**src/rtl/block_b_tx.sv**
```systemverilog
//----------------------------------------------------------------------------
// Module      : block_b_tx
// Description : Transmit side for block_b. Buffers upstream words in a FIFO
//               and emits each as a one-cycle data_en strobe, with a
//               programmable idle gap after every strobe.
//               Optional macro BLOCK_B_TX_PARITY_EN adds the data_par output.
// Revision    : 1.0 - initial release
//----------------------------------------------------------------------------
`default_nettype none

module block_b_tx #(
  parameter int DATA_WIDTH = 5,
  parameter int FIFO_DEPTH = 4,
  parameter int GAP_W      = 4
) (
  input  logic                               clk,
  input  logic                               rst,
  input  logic                               wr_valid,
  output logic                               wr_ready,
  input  logic [DATA_WIDTH-1:0]              wr_data,
  input  logic [GAP_W-1:0]                   gap_cfg,
  input  logic                               flush,
  output logic [DATA_WIDTH-1:0]              data_out,
  output logic                               data_en,
  output logic                               busy,
  output logic [$clog2(FIFO_DEPTH+1)-1:0]    fill
`ifdef BLOCK_B_TX_PARITY_EN
  ,
  output logic                               data_par
`endif
);

  localparam int PTR_W  = (FIFO_DEPTH > 1) ? $clog2(FIFO_DEPTH) : 1;
  localparam int FILL_W = $clog2(FIFO_DEPTH + 1);

  localparam logic [FILL_W-1:0] c_fill_full = FILL_W'(FIFO_DEPTH);
  localparam logic [0:0]        c_st_idle   = 1'b0;
  localparam logic [0:0]        c_st_gap    = 1'b1;

  logic [DATA_WIDTH-1:0] r_mem [FIFO_DEPTH];
  logic [PTR_W-1:0]      r_wr_ptr;
  logic [PTR_W-1:0]      r_rd_ptr;
  logic [FILL_W-1:0]     r_fill;
  logic [GAP_W-1:0]      r_gap_cnt;
  logic [0:0]            r_state;
  logic [DATA_WIDTH-1:0] r_data_out;
  logic                  r_data_en;
  logic                  w_wr_ready;
  logic                  w_push;
  logic                  w_pop;

  // Ready looks only at occupancy, never at a same-cycle pop.
  assign w_wr_ready = (r_fill != c_fill_full) && !flush;
  assign w_push     = wr_valid && w_wr_ready;
  assign w_pop      = !flush && (r_state == c_st_idle) && (r_fill != '0);

  always_ff @(posedge clk) begin
    if (w_push) begin
      r_mem[r_wr_ptr] <= wr_data;
    end
  end

  always_ff @(posedge clk or negedge rst) begin
    if (!rst) begin
      r_wr_ptr <= '0;
      r_rd_ptr <= '0;
      r_fill   <= '0;
    end else if (flush) begin
      r_wr_ptr <= '0;
      r_rd_ptr <= '0;
      r_fill   <= '0;
    end else begin
      if (w_push) begin
        r_wr_ptr <= r_wr_ptr + PTR_W'(1);
      end
      if (w_pop) begin
        r_rd_ptr <= r_rd_ptr + PTR_W'(1);
      end
      if (w_push && !w_pop) begin
        r_fill <= r_fill + FILL_W'(1);
      end else if (w_pop && !w_push) begin
        r_fill <= r_fill - FILL_W'(1);
      end
    end
  end

  // Gap is latched at the pop so later gap_cfg changes cannot stretch it.
  always_ff @(posedge clk or negedge rst) begin
    if (!rst) begin
      r_state   <= c_st_idle;
      r_gap_cnt <= '0;
    end else if (flush) begin
      r_state   <= c_st_idle;
      r_gap_cnt <= '0;
    end else begin
      case (r_state)
        c_st_idle: begin
          if (w_pop) begin
            r_gap_cnt <= gap_cfg;
            r_state   <= (gap_cfg != '0) ? c_st_gap : c_st_idle;
          end
        end
        c_st_gap: begin
          r_gap_cnt <= r_gap_cnt - GAP_W'(1);
          if (r_gap_cnt <= GAP_W'(1)) begin
            r_state <= c_st_idle;
          end
        end
        default: begin
          r_state   <= c_st_idle;
          r_gap_cnt <= '0;
        end
      endcase
    end
  end

  always_ff @(posedge clk or negedge rst) begin
    if (!rst) begin
      r_data_out <= '0;
      r_data_en  <= 1'b0;
    end else begin
      r_data_en <= w_pop;
      if (w_pop) begin
        r_data_out <= r_mem[r_rd_ptr];
      end
    end
  end

`ifdef BLOCK_B_TX_PARITY_EN
  logic r_data_par;

  always_ff @(posedge clk or negedge rst) begin
    if (!rst) begin
      r_data_par <= 1'b0;
    end else if (w_pop) begin
      r_data_par <= ^r_mem[r_rd_ptr];
    end
  end

  assign data_par = r_data_par;
`endif

  assign wr_ready = w_wr_ready;
  assign data_out = r_data_out;
  assign data_en  = r_data_en;
  assign fill     = r_fill;
  assign busy     = (r_fill != '0) || (r_state == c_st_gap);

endmodule

`default_nettype wire

```
**config.mk**
```make
export PLATFORM = sky130hd
export DESIGN_NAME = block_b_tx
export DESIGN_NICKNAME = d
export VERILOG_FILES = /design/src/rtl/block_b_tx.sv
export SDC_FILE = /design/constraint.sdc
export NUM_CORES = 1
export LEC_CHECK = 0
export ABC_CLOCK_PERIOD_IN_PS = 1950
export CAP_MARGIN = 10
export CORE_ASPECT_RATIO = 0.6
export CORE_MARGIN = 4
export CORE_UTILIZATION = 51
export CTS_BUF_LIST = sky130_fd_sc_hd__clkbuf_2
export CTS_CLUSTER_SIZE = 40
export DETAILED_ROUTE_END_ITERATION = 10
export PLACE_DENSITY = 0.89
export SYNTH_ARGS = -nofsm -noshare
export SYNTH_HDL_FRONTEND = slang
export SYNTH_SLANG_ARGS = --single-unit
export TNS_END_PERCENT = 100
```
**constraint.sdc**
```tcl
create_clock -name clk -period 1.95 [get_ports clk]
set_input_delay 0.2925 -clock clk [delete_from_list [all_inputs] [get_ports clk]]
set_output_delay 0.2925 -clock clk [all_outputs]
set_load 0.01 [all_outputs]
```
==> results by group <==
Route
  • DR vias/cell: 5.67
  • Final WL: 4060 µm
  • Via count: 1254
  • Drt pass-1 iters: 4
  • Routed len/inst: 18.4 µm
  • Remaining DRCs: 0
  • Final ANT Viol Nets: 0
  • Initial drt markers: 81

Finish
  • Synthesis-to-finish area growth: 26.2%
  • Most frequent cells in the layout: clkdlybuf4s50_1, edfxtp_1, buf_4
  • NumNets Final: 195
  • Fin cells: 221
  • Share of layout cells above drive strength 1: 0.301
  • Final core utilization: 0.692
  • Final Cell Area: 2330 µm²
  • ANT cells: 0
  • FILL cells: 203

Logic synthesis
  • Syn. warnings: 0
  • Post-Syn Area: 1840 µm²
  • Ys async rst share: 0.474
  • Post-Synthesis Net Count: 154
  • Library cells used by synthesis: 44
  • Synth Register Bits: 38
  • Synth Area per Inst: 13.8 µm²
  • Ys flop type: edfxtp_1
  • EDFF count, synth: 20
  • Sequential share of the synthesized area: 0.570
  • Syn Inst Count: 134

Global routing
  • First-pass GRT wire length: 6560 µm
  • Vias in the first global route: 1310
  • GRT overflow: 0
  • Largest net degree at the start of global routing: 16
  • Initial antenna violation count: 0
  • GRT Total Usage: 0.194

Critical path
  • CP endpoint kind: flop
  • Crit path largest cell delay: 0.47 ns
  • Worst path required time: 2.28 ns
  • Setup Crit Path Kind: reg2reg
  • Crit-path cells: buf_4 > nor3_4 > nor3_4 > nor2b_2 > fa_2 > nor3b_4 > a21oi_1 > or3_1 > a21oi_1
  • CP top delay family: simple AND/OR/NAND/NOR gates
  • Startpoint Class: flop
  • CP arrival: 2.40 ns
  • Worst Path Max Fanout: 4
  • Crit-path slowest cell: dfrtp_2
  • Buf/Inv on CP: 1

Clock network
  • CTS Buf Count: 5
  • CTS max path bufs: 2
  • TritonCTS clock tree: yes
  • CTS Sinks: 38
  • Worst skew pair latency: 0.39 ns
  • Root buf cell: clkbuf_2
  • Clock slew seen by the registers of the worst setup and hold paths: 0.19 ns
  • H-tree depth: 2

Job
  • Max-Cap Viols: 0

Power
  • PD cells: 1410 nW/µm²
  • Peak supply drop: 0.973 mV
  • P_leak: 0.000926 µW
  • Total power: 3290 µW

Status
  • Status: finished with violations
  • Failing checks: setup timing

STA
  • Slew margin rel.: 0.575
  • Endpoints failing setup: 1
  • RSZ-0062 raised after global routing: yes
  • Period Utilization, post-route: 1.06
  • Final hold vios: 0
  • Worst-Margin Slew: 0.636 ns
  • Post-route setup slack: -0.120 ns
  • Minimum clock period: 2.07 ns
  • Pins Over Slew Limit: 0
  • Max Clock Freq: 483 MHz
  • Final Skew: 0.00990 ns

Placement
  • Placed Area: 2170 µm²
  • IO Port Bufs: 23
  • DPL Wire Length: 2830 µm
  • Final RePlAce weighted congestion: 0.821
  • Placed cell count: 205

Floorplan
  • Die boundary width: 85.6 µm
  • Core area: 3360 µm²
  • Die Span Y: 54.6 µm
  • Initial Utilization: 0.548
  • Site row count: 16
  • DIE AREA: 4670 µm²
  • I/O pin count: 24

Min path
  • Worst hold path class: in2async
synthesized netlist by cell type, types with 2 or more instances:
master	number	area, µm²
mux4_2	5	113
nor3_1	3	15.0
nor3_4	2	32.5
a21oi_1	4	20.0
nor2b_1	4	25.0
buf_6	2	22.5
xnor2_1	5	43.8
a211oi_1	4	30.0
and2_1	4	25.0
nor3b_1	2	15.0
xor2_1	2	17.5
mux2_2	5	56.3
buf_2	3	15.0
nor2_1	7	26.3
edfxtp_1	20	601
buf_4	2	15.0
ha_1	6	75.1
dfrtp_1	18	450
inv_1	7	26.3
nand2_1	3	11.3
nand2b_1	3	18.8
worst reg2reg max path: stages (launching register included):
cell	delay, ns
dfrtp_2	0.47
buf_4	0.15
nor3_4	0.18
nor3_4	0.06
nor2b_2	0.14
fa_2	0.26
nor3b_4	0.20
a21oi_1	0.06
or3_1	0.32
a21oi_1	0.16
report_power, final:
part	internal, µW	switching (µW)	total [µW]
clock	219	260	479
sequential	1030	187	1220
combinational	851	737	1590
total	2100	1180	3290
layer usage:
layer  part of all wire  routed length [µm]  global-route usage  up-vias
met5                  0                   0                   0        -
met4              0.016                  65              0.0711        0
met3              0.056                 229              0.0361        9
met2               0.54                2210               0.354       45
met1               0.38                1560               0.236      637
li1                   -                   -                   -      563
metrics by stage:
stage	setup WS, ns	hold slack (ns)	TNS (ns)
global route	-0.181	0.243	-0.272
floorplan	-0.0319	-0.00309	-0.0319
detailed placement	-0.429	0.509	-0.695
CTS	-0.0791	0.270	-0.0791
global placement	-0.198	0.492	-0.347
finish	-0.120	0.259	-0.120
state kept, by name, indices dropped and copies added (netlist names):
register / flops
r_rd_ptr: 2
r_state: 1
fill: 3
r_gap_cnt: 4
r_mem: 20
data_en: 1
r_wr_ptr: 2
data_out: 5
cell families after synthesis:
group                      synth area share
adders and majority gates            0.0516
xor gates and xnor gates             0.0332
muxes                                0.0970
AOI/OAI and AO/OA                    0.0828
buffers and inverters                0.0468
and+or+nand+nor                       0.119
DFF                                   0.570
final timing paths:
kind                       depth (start not counted)           end  slack, ns   startpoint
max                                                9       fill[2]      -0.12      fill[1]
min                                                1  r_gap_cnt[2]       0.26          rst
max reg2reg                                        9       fill[2]      -0.12      fill[1]
min reg2reg                                        1   data_out[3]       0.54  data_out[3]
max in group asynchronous                          2   data_out[3]       1.18          rst
min in group clk                                   1   r_mem[2][1]       0.52   wr_data[1]
repair_timing:
| item | CTS | global route |
|---|---|---|
| resized for setup | 5 | 7 |
| gates cloned | 0 | 0 |
| setup endpoints to repair | 4 | 5 |
| hold buffers | 0 | 0 |
| pin swaps | 1 | 0 |
| setup buffers | 7 | 1 |
area by class of cell:
class                      count  area (µm²)  area share
sequential                    38        1050       0.453
multi-input combinational     80         743       0.319
clock inverter                 2        33.8      0.0145
clock buffer                   6        30.0      0.0129
tap                           45        56.3      0.0242
timing repair buffer          43         384       0.165
inverter                       7        26.3      0.0113
Power figures use the tool's default switching activity.
